## src/rtl/cpu_ctrl_pkg.sv

```systemverilog
// Opcode constants and FSM state encoding shared between the controller and the ALU.
package cpu_ctrl_pkg;

  typedef enum logic [1:0] {
    FETCH  = 2'd0,
    DECODE = 2'd1,
    EXEC   = 2'd2,
    HALT   = 2'd3
  } state_t;

  localparam logic [3:0] OP_NOT  = 4'h0;
  localparam logic [3:0] OP_XOR  = 4'h1;
  localparam logic [3:0] OP_OR   = 4'h2;
  localparam logic [3:0] OP_AND  = 4'h3;
  localparam logic [3:0] OP_SUB  = 4'h4;
  localparam logic [3:0] OP_ADD  = 4'h5;
  localparam logic [3:0] OP_RR   = 4'h6;
  localparam logic [3:0] OP_RL   = 4'h7;
  localparam logic [3:0] OP_DEC  = 4'h8;
  localparam logic [3:0] OP_INC  = 4'h9;
  localparam logic [3:0] OP_LD   = 4'hA;
  localparam logic [3:0] OP_ST   = 4'hB;
  localparam logic [3:0] OP_NOP  = 4'hC;
  localparam logic [3:0] OP_SRST = 4'hD;
  localparam logic [3:0] OP_JMP  = 4'hE;
  localparam logic [3:0] OP_HLT  = 4'hF;

  localparam logic [7:0] IR_RESET = {OP_NOP, 4'h0};

endpackage

```

## src/rtl/cpu_ctrl.sv

```systemverilog
// Three-cycle FETCH/DECODE/EXEC controller for a 4-bit accumulator CPU.
module cpu_ctrl
  import cpu_ctrl_pkg::*;
#(
  parameter int unsigned PWIDTH = 8,
  parameter int unsigned IWIDTH = 4
) (
  input  logic              CLK,
  input  logic              RST,
  output logic [PWIDTH-1:0] PC_OUT,
  input  logic [7:0]        INSTR_IN,
  output logic [IWIDTH-1:0] ALU_INSTR,
  output logic              ALU_CIN,
  output logic              ALU_BIN,
  input  logic              ALU_COUT,
  input  logic              ALU_BOUT,
  output logic              ACC_LD,
  output logic              ACC_CLR,
  output logic [IWIDTH-1:0] MEM_ADDR,
  output logic              MEM_WE,
  output logic              HALTED
);

  state_t              state_q, state_d;
  logic [PWIDTH-1:0]   pc_q, pc_d;
  logic [7:0]          ir_q, ir_d;
  logic                c_q, c_d;
  logic                b_q, b_d;
  logic [3:0]          op;
  logic                exec_live;

  assign op = ir_q[7:4];

  always_comb begin
    state_d = state_q;
    pc_d    = pc_q;
    ir_d    = ir_q;
    c_d     = c_q;
    b_d     = b_q;
    unique case (state_q)
      FETCH:  state_d = DECODE;
      DECODE: begin
        ir_d    = INSTR_IN;
        state_d = EXEC;
      end
      EXEC: begin
        state_d = FETCH;
        pc_d    = pc_q + PWIDTH'(1);
        case (op)
          OP_ADD, OP_INC: c_d = ALU_COUT;
          OP_SUB, OP_DEC: b_d = ALU_BOUT;
          OP_SRST: begin
            c_d  = 1'b0;
            b_d  = 1'b0;
            pc_d = '0;
          end
          OP_JMP: pc_d = PWIDTH'(ir_q[3:0]);
          OP_HLT: begin
            pc_d    = pc_q;
            state_d = HALT;
          end
          default: ;
        endcase
      end
      HALT: ;
    endcase
  end

  always_ff @(posedge CLK) begin
    if (RST) begin
      state_q <= FETCH;
      pc_q    <= '0;
      ir_q    <= IR_RESET;
      c_q     <= 1'b0;
      b_q     <= 1'b0;
    end else begin
      state_q <= state_d;
      pc_q    <= pc_d;
      ir_q    <= ir_d;
      c_q     <= c_d;
      b_q     <= b_d;
    end
  end

  // Strobes decode straight from IR so a reset landing mid-EXEC kills them that same cycle.
  assign exec_live = (state_q == EXEC) && !RST;

  assign ACC_LD    = exec_live && (op <= OP_LD);
  assign ACC_CLR   = exec_live && (op == OP_SRST);
  assign MEM_WE    = exec_live && (op == OP_ST);
  assign ALU_INSTR = (exec_live && (op <= OP_LD)) ? IWIDTH'(op) : IWIDTH'(OP_NOP);
  assign MEM_ADDR  = IWIDTH'(ir_q[3:0]);
  assign PC_OUT    = pc_q;
  assign ALU_CIN   = c_q;
  assign ALU_BIN   = b_q;
  assign HALTED    = (state_q == HALT);

endmodule

```

## config.mk

```make
export PLATFORM = sky130hd
export DESIGN_NAME = cpu_ctrl
export DESIGN_NICKNAME = d
export VERILOG_FILES = /design/src/rtl/cpu_ctrl_pkg.sv /design/src/rtl/cpu_ctrl.sv
export SDC_FILE = /design/constraint.sdc
export NUM_CORES = 1
export LEC_CHECK = 0
export CAP_MARGIN = 20
export CORE_ASPECT_RATIO = 0.75
export CORE_MARGIN = 10
export CORE_UTILIZATION = 50
export DETAILED_ROUTE_END_ITERATION = 10
export PLACE_DENSITY = 0.83
export SLEW_MARGIN = 20
export SYNTH_ARGS = -nofsm -noshare
export SYNTH_HDL_FRONTEND = slang
export SYNTH_SLANG_ARGS = --single-unit
```

## constraint.sdc

```tcl
create_clock -name CLK -period 4.6 [get_ports CLK]
set_input_delay 0.92 -clock CLK [delete_from_list [all_inputs] [get_ports CLK]]
set_output_delay 0.92 -clock CLK [all_outputs]
set_load 0.01 [all_outputs]
```

==> implementation parameters, run 1 <==
Parameter                              Value

Status
  Status ... completed

Placed design
  HPWL after DPL ... 2.35 mm
  Number of placed cells counting well taps ... 194
  Final weighted congestion of routability-driven global placement ... 0.870
  Number of buffer cells added on primary ports ... 33
  Cell area reported after detailed placement ... 1500 um2

Global route
  Total grt overflow ... 0
  Combined global-route utilization of all metal layers ... 0.126
  Antenna violations before repair ... 0
  Wire length of the first global-routing pass ... 5.06 mm
  Vias in the first global route ... 1044
  Maximum number of pins on one net before global-route repair ... 18

STA
  Final worst path period need ... 3.57 ns
  Total Neg Setup Slack ... 0 ns
  Final period utilization ... 0.777
  Worst-Margin Slew ... 0.531 ns
  Unrepaired setup endpoints after global routing ... no
  Fmax achieved ... 0.280 GHz
  Final setup vio count ... 0
  Number of hold violations in the final report ... 0
  Slew HR ... 0.645
  Max Clock Skew ... 0.00982 ns
  Number of max-slew violations in the final report ... 0

Cells and area
  Area occupied by registers ... 400 um2
  Count of inserted antenna diode cells ... 0
  Share of post-route cells with drive strength above 1 ... 0.0732
  Count of filler cells inserted in the layout ... 198
  Area Growth Syn to Fin ... 29.4%
  Combined area of the multi-input logic cells ... 696 um2
  Core utilization of the finished layout ... 0.678
  Number of nets in the layout ... 182
  Final std cells w/o fill ... 198
  Final Cell Area ... 1550 um2

Worst setup path
  Kind of end point of the critical path ... output port
  CP Data Arrival Time ... 2.65 ns
  Worst r2r dst ... PC_OUT[7]
  Maximum fanout along the worst path ... 17
  WS Path Type ... primary input to output port
  Most numerous cell on the critical path ... sky130_fd_sc_hd__clkdlybuf4s50_1
  Cell class contributing the biggest share of worst-path delay ... buffers and inverters
  Delay of the slowest cell on the worst path ... 0.54 ns
  Req. time, crit path ... 3.68 ns
  Critical Path Source Type ... primary input
  Critical Path Slowest Stage Cell ... sky130_fd_sc_hd__clkdlybuf4s50_1
  Launching instance or port of the critical path ... RST
  Buf+Inv Stages, Crit Path ... 4
  Worst-case register-to-register setup slack ... 2.84 ns
  Critical path cell sequence ... clkdlybuf4s50_1 > buf_4 > inv_2 > nand2_1 > a21oi_1 > and2_1 > clkdlybuf4s50_1
  FF-to-FF path depth ... 4
  RR Startpoint ... state_q[1]

Synth
  Top FF cell, synth ... sky130_fd_sc_hd__dfxtp_1
  Syn_area_per_cell ... 8.62 um2
  Number of nets produced by synthesis ... 156
  Gate count of the mapped netlist ... 139
  Netlist Area Pre-Place ... 1200 um2
  Post-synth EDFFs ... 0
  Sequential fraction of the synthesis area ... 0.334
  Asr flop ratio synth ... 0
  Warnings, synthesis ... 0
  Register bit count reported by yosys ... 20
  Distinct cell type count of the synthesized netlist ... 43

Detailed routing
  Total number of vias ... 1134
  Remaining antenna violation count ... 0
  Iteration-0 DRC count of the detailed router ... 126
  DRC Markers ... 0
  TritonRoute pass-1 iters ... 4
  Overall routed net length ... 3.06 mm
  Via/cell ratio ... 5.73
  DR WL/cell ... 15.4 um

Floorplan
  Row Count ... 15
  Starting density of the core ... 0.523
  Number of primary I/O pins ... 34
  Vertical die dimension ... 62.4 um
  Area of the die ... 4780 um2
  Core box area ... 2290 um2
  Horizontal die dimension ... 76.5 um

CTS
  # clock sinks ... 20
  Clock tree buffer depth ... 2
  Later-pin clock latency in the skew report ... 0.31 ns
  Hold buffer count at CTS ... 0
  H-tree level count ... 1
  Clock tree from TritonCTS ... built
  Clock slew at reported path FFs ... 0.12 ns
  Number of setup buffers added after CTS ... 0
  Buffer type at the clock tree root ... sky130_fd_sc_hd__clkbuf_4
  Total clock buffers created by CTS ... 3
  Gates resized, CTS repair ... 0

Hold path
  Instance count along the most critical hold path ... 2
  Path type of the worst min-delay path ... register to register
  Startpoint of the lowest-slack hold path ... ALU_BIN
  Worst min-delay path endpoint ... ALU_BIN

Pwr
  Leakage power figure ... 0.573 nW
  Power density normalized to cell area ... 278 nW/um2
  Switching power share of the total ... 0.271
  Combinational cell fraction of total power ... 0.195
  Worst IR drop on VDD ... 0.235 mV
  Reg power frac ... 0.472
  Net switching power figure ... 0.000117 W
  Portion of total power attributed to the clock network ... 0.333
  Total internal power ... 0.000314 W

Flow run
  Count of maximum capacitance violations ... 0
-- cells in the mapped netlist, types with 4 or more instances --
cell type | n | share of area
sky130_fd_sc_hd__buf_4 | 6 | 0.038
sky130_fd_sc_hd__mux2i_1 | 9 | 0.075
sky130_fd_sc_hd__ha_1 | 5 | 0.052
sky130_fd_sc_hd__clkbuf_1 | 4 | 0.013
sky130_fd_sc_hd__dfxtp_1 | 20 | 0.33
sky130_fd_sc_hd__nand2_1 | 9 | 0.028
sky130_fd_sc_hd__nand3_1 | 6 | 0.025
sky130_fd_sc_hd__xor2_1 | 4 | 0.029
sky130_fd_sc_hd__nor2_1 | 12 | 0.038
sky130_fd_sc_hd__o21ai_1 | 5 | 0.021
sky130_fd_sc_hd__and2_1 | 5 | 0.026
sky130_fd_sc_hd__inv_1 | 5 | 0.016
sky130_fd_sc_hd__a21oi_1 | 8 | 0.033
-- tightest hold or removal path, stage by stage, from the launching register on --
cell and delay (ns):
sky130_fd_sc_hd__dfxtp_1 0.34, sky130_fd_sc_hd__o311ai_1 0.07, sky130_fd_sc_hd__o41ai_1 0.06
-- cell usage in the layout (no fill, tap or decap), drive strengths merged --
master	n
nor3	3
dfxtp	20
and2	5
a21boi	1
clkdlybuf4s50	33
a21oi	8
o311ai	1
o31ai	2
xnor2	1
nor2b	2
a211oi	3
nand4	3
o21ai	7
xor2	4
ha	5
and3b	1
bufinv	1
or3	1
nand2b	1
inv	6
and4	1
buf	1
clkbuf	3
nor2	12
o2bb2a	1
a32oi	1
nand3	6
a31oi	2
o41ai	1
a2bb2oi	1
or4	2
a211o	2
nand4b	1
nand2	10
a21o	1
and3	2
mux2i	9
-- how the worst max path moves through the flow --
stage                   end  slack, ns  cells after the start
6_report       ALU_INSTR[1]       1.03                      7
5_1_grt        ALU_INSTR[1]       0.88                      7
4_1_cts        ALU_INSTR[1]       1.02                      7
3_5_place_dp   ALU_INSTR[1]       1.02                      7
3_3_place_gp   ALU_INSTR[1]       1.09                      7
2_1_floorplan  ALU_INSTR[0]       1.89                      5
-- sequential cells by signal (all words and copies together), names as in the netlist --
signal / count
ALU_BIN: 1
ALU_CIN: 1
PC_OUT: 8
ir_q: 8
state_q: 2
-- cells by family after synthesis --
group           synth area share
xor+xnor                  0.0365
fa+ha+maj                 0.0522
flops                      0.334
buf+inv                   0.0856
simple gates               0.239
mux                       0.0752
compound gates             0.177
-- layer usage --
layer	share of wire	vias to the layer above	track usage	wire length [um]
met2	0.47	53	0.207	1450
met1	0.40	538	0.145	1240
met3	0.11	4	0.0647	348
met4	0.0069	0	0.0208	21
li1	-	539	-	-
met5	0	-	0	0
-- power groups by stage --
stage | combinational (W) | clock, W | sequential, W
finish | 0.0000839 | 0.000143 | 0.000203
CTS | 0.0000839 | 0.000146 | 0.000203
floorplan | 0.0000704 | 0 | 0.000195
global route | 0.0000921 | 0.000153 | 0.000206
global placement | 0.0000790 | 0 | 0.000206
detailed placement | 0.0000834 | 0 | 0.000207
-- layout make-up --
class,count,area share
clock buffer,3,0.0145
clock inverter,1,0.0194
inverter,6,0.0145
multi-input combinational,100,0.448
sequential,20,0.258
tap,34,0.0274
timing repair buffer,34,0.218
-- through the flow --
step / total power, W / hold slack (ns) / worst slack [ns]
2_1_floorplan: 0.000265 / 0.477 / 1.89
5_1_grt: 0.000452 / 0.538 / 0.878
6_report: 0.000431 / 0.499 / 1.03
4_1_cts: 0.000432 / 0.505 / 1.02
3_3_place_gp: 0.000285 / 0.474 / 1.09
3_5_place_dp: 0.000290 / 0.484 / 1.02
Power figures use the tool's default switching activity.
==> inputs of run 2 (changes only) <==
Settings changed: CORE_UTILIZATION 50 to 42, PLACE_DENSITY 0.83 to 0.75.
Clock period 4.6 ns to 3.17 ns, I/O delays scaled along.
==> run 2 against run 1 <==
Net effect: first-iteration DRC count down 22%; combinational power up 42%; die area is 13% higher; sequential power grew 46%; count of clock-buffer cells in the layout stayed put; critical endpoint is now ALU_INSTR[0]; highest routed layer unchanged.
==> implementation parameters, run 2 (synthesis results as in run 1) <==
Parameter                              Value

Detailed routing
  DRC Markers ... 0 (unchanged)
  Via/cell ratio ... 5.44 (was 5.73)
  Total number of vias ... 1082 (was 1134)
  Iteration-0 DRC count of the detailed router ... 98 (was 126)
  TritonRoute pass-1 iters ... 4 (unchanged)
  Overall routed net length ... 3.09 mm (was 3.06 mm)
  DR WL/cell ... 15.5 um (was 15.4 um)
  Remaining antenna violation count ... 0 (unchanged)

Worst setup path
  RR Startpoint ... state_q[1] (unchanged)
  WS Path Type ... primary input to output port (unchanged)
  Launching instance or port of the critical path ... RST (unchanged)
  Req. time, crit path ... 2.54 ns (was 3.68 ns)
  Critical Path Source Type ... primary input (unchanged)
  Kind of end point of the critical path ... output port (unchanged)
  CP Data Arrival Time ... 2.27 ns (was 2.65 ns)
  Maximum fanout along the worst path ... 7 (was 17)

Global route
  Wire length of the first global-routing pass ... 5.10 mm (was 5.06 mm)
  Maximum number of pins on one net before global-route repair ... 17 (was 18)
  Total grt overflow ... 0 (unchanged)
  Antenna violations before repair ... 0 (unchanged)
  Vias in the first global route ... 1049 (was 1044)
  Combined global-route utilization of all metal layers ... 0.118 (was 0.126)

Hold path
  Path type of the worst min-delay path ... register to register (unchanged)
  Startpoint of the lowest-slack hold path ... PC_OUT[7] (was ALU_BIN)

Cells and area
  Final std cells w/o fill ... 199 (was 198)
  Number of nets in the layout ... 182 (unchanged)
  Area Growth Syn to Fin ... 28.7% (was 29.4%)
  Commonest non-fill, non-tap cell in the layout ... sky130_fd_sc_hd__clkdlybuf4s50_1 (unchanged)
  Share of post-route cells with drive strength above 1 ... 0.0675 (was 0.0732)
  Count of inserted antenna diode cells ... 0 (unchanged)
  Most used cells in the layout excluding fill and tap cells ... 33 x sky130_fd_sc_hd__clkdlybuf4s50_1, 20 x sky130_fd_sc_hd__dfxtp_1, 12 x sky130_fd_sc_hd__nor2_1, 9 x sky130_fd_sc_hd__nand2_1, 9 x sky130_fd_sc_hd__mux2i_1 (unchanged)
  Core utilization of the finished layout ... 0.579 (was 0.678)

Flow run
  Count of maximum capacitance violations ... 0 (unchanged)

Status
  Status ... completed (unchanged)

STA
  Final worst path period need ... 2.90 ns
  Total Neg Setup Slack ... 0 ns (unchanged)
  Max Clock Skew ... 0.00235 ns (was 0.00982 ns)
  Worst-Margin Slew ... 0.585 ns (was 0.531 ns)
  Unrepaired setup endpoints after global routing ... no (unchanged)
  Final setup vio count ... 0 (unchanged)
  Number of max-slew violations in the final report ... 0 (unchanged)
  Final period utilization ... 0.915
  Slew HR ... 0.610 (was 0.645)
  Number of hold violations in the final report ... 0 (unchanged)
  Fmax achieved ... 0.345 GHz

CTS
  Hold buffer count at CTS ... 0 (unchanged)
  Clock tree from TritonCTS ... built (unchanged)
  Clock slew at reported path FFs ... 0.07 ns (was 0.12 ns)
  Total clock buffers created by CTS ... 3 (unchanged)
  H-tree level count ... 1 (unchanged)
  Clock tree buffer depth ... 2 (unchanged)
  # clock sinks ... 20 (unchanged)
  Number of setup buffers added after CTS ... 0 (unchanged)
  Buffer type at the clock tree root ... sky130_fd_sc_hd__clkbuf_8 (was sky130_fd_sc_hd__clkbuf_4)
  Gates resized, CTS repair ... 0 (unchanged)
  Later-pin clock latency in the skew report ... 0.25 ns (was 0.31 ns)

Floorplan
  Core box area ... 2660 um2 (was 2290 um2)
  Row Count ... 16 (was 15)
  Starting density of the core ... 0.450 (was 0.523)
  Area of the die ... 5410 um2 (was 4780 um2)
  Horizontal die dimension ... 81.7 um (was 76.5 um)
  Vertical die dimension ... 66.3 um (was 62.4 um)
  Number of primary I/O pins ... 34 (unchanged)

Pwr
  Leakage power figure ... 0.566 nW (was 0.573 nW)
  Worst IR drop on VDD ... 0.241 mV (was 0.235 mV)
  Power density normalized to cell area ... 375 nW/um2 (was 278 nW/um2)

Placed design
  Final weighted congestion of routability-driven global placement ... 0.781 (was 0.870)
  Number of placed cells counting well taps ... 196 (was 194)
  Number of buffer cells added on primary ports ... 33 (unchanged)
  HPWL after DPL ... 2.39 mm (was 2.35 mm)
## run 2: changes by cell type in the layout (fill, tap and decap cells not counted), sizes merged
cell | before | now
bufinv | 1 | 0
## run 2: path summary, 6_finish.rpt
kind / slack, ns / depth (start not counted) / end
hold / removal: 0.51 / 2 / PC_OUT[7]
hold reg to reg: 0.51 / 2 / PC_OUT[7]
setup reg to reg: 1.44 / 4 / PC_OUT[7]
setup / recovery: 0.27 / 6 / ALU_INSTR[0]
## run 2: layer usage
layer | part of all wire | GRT usage
met5 | 0 | 0
met4 | 0.0055 | 0.0275
met3 | 0.083 | 0.0584
met2 | 0.49 | 0.195
met1 | 0.42 | 0.133
## run 2: power by group
| group | switching, W | internal [W] |
|---|---|---|
| combinational | 0.0000566 | 0.0000627 |
| clock | 0.0000788 | 0.0000846 |
| sequential | 0.0000305 | 0.000265 |
## run 2: through the flow
stage	hold slack, ns	area [um2]	total power [W]	setup WS (ns)
floorplan	0.477	1200	0.000385	1.03
CTS	0.506	1540	0.000584	0.269
finish	0.506	1540	0.000578	0.269
global route	0.533	1540	0.000609	0.148
detailed placement	0.488	1500	0.000420	0.264
global placement	0.480	1500	0.000414	0.366
## run 2: area by class of cell
class                           instances  area, um2
Clock buffer                            3       41.3
Multi-Input combinational cell        100        696
Sequential cell                        20        400
Tap cell                               36       45.0
Inverter                                6       22.5
Fill cell                             254       1120
Timing Repair Buffer                   34        338
## run 2: critical path: stages
cell                              delay (ns)
sky130_fd_sc_hd__clkdlybuf4s50_1        0.44
sky130_fd_sc_hd__inv_2                  0.12
sky130_fd_sc_hd__nand2_1                0.12
sky130_fd_sc_hd__a21oi_1                0.25
sky130_fd_sc_hd__and2_1                 0.16
sky130_fd_sc_hd__clkdlybuf4s50_1        0.54
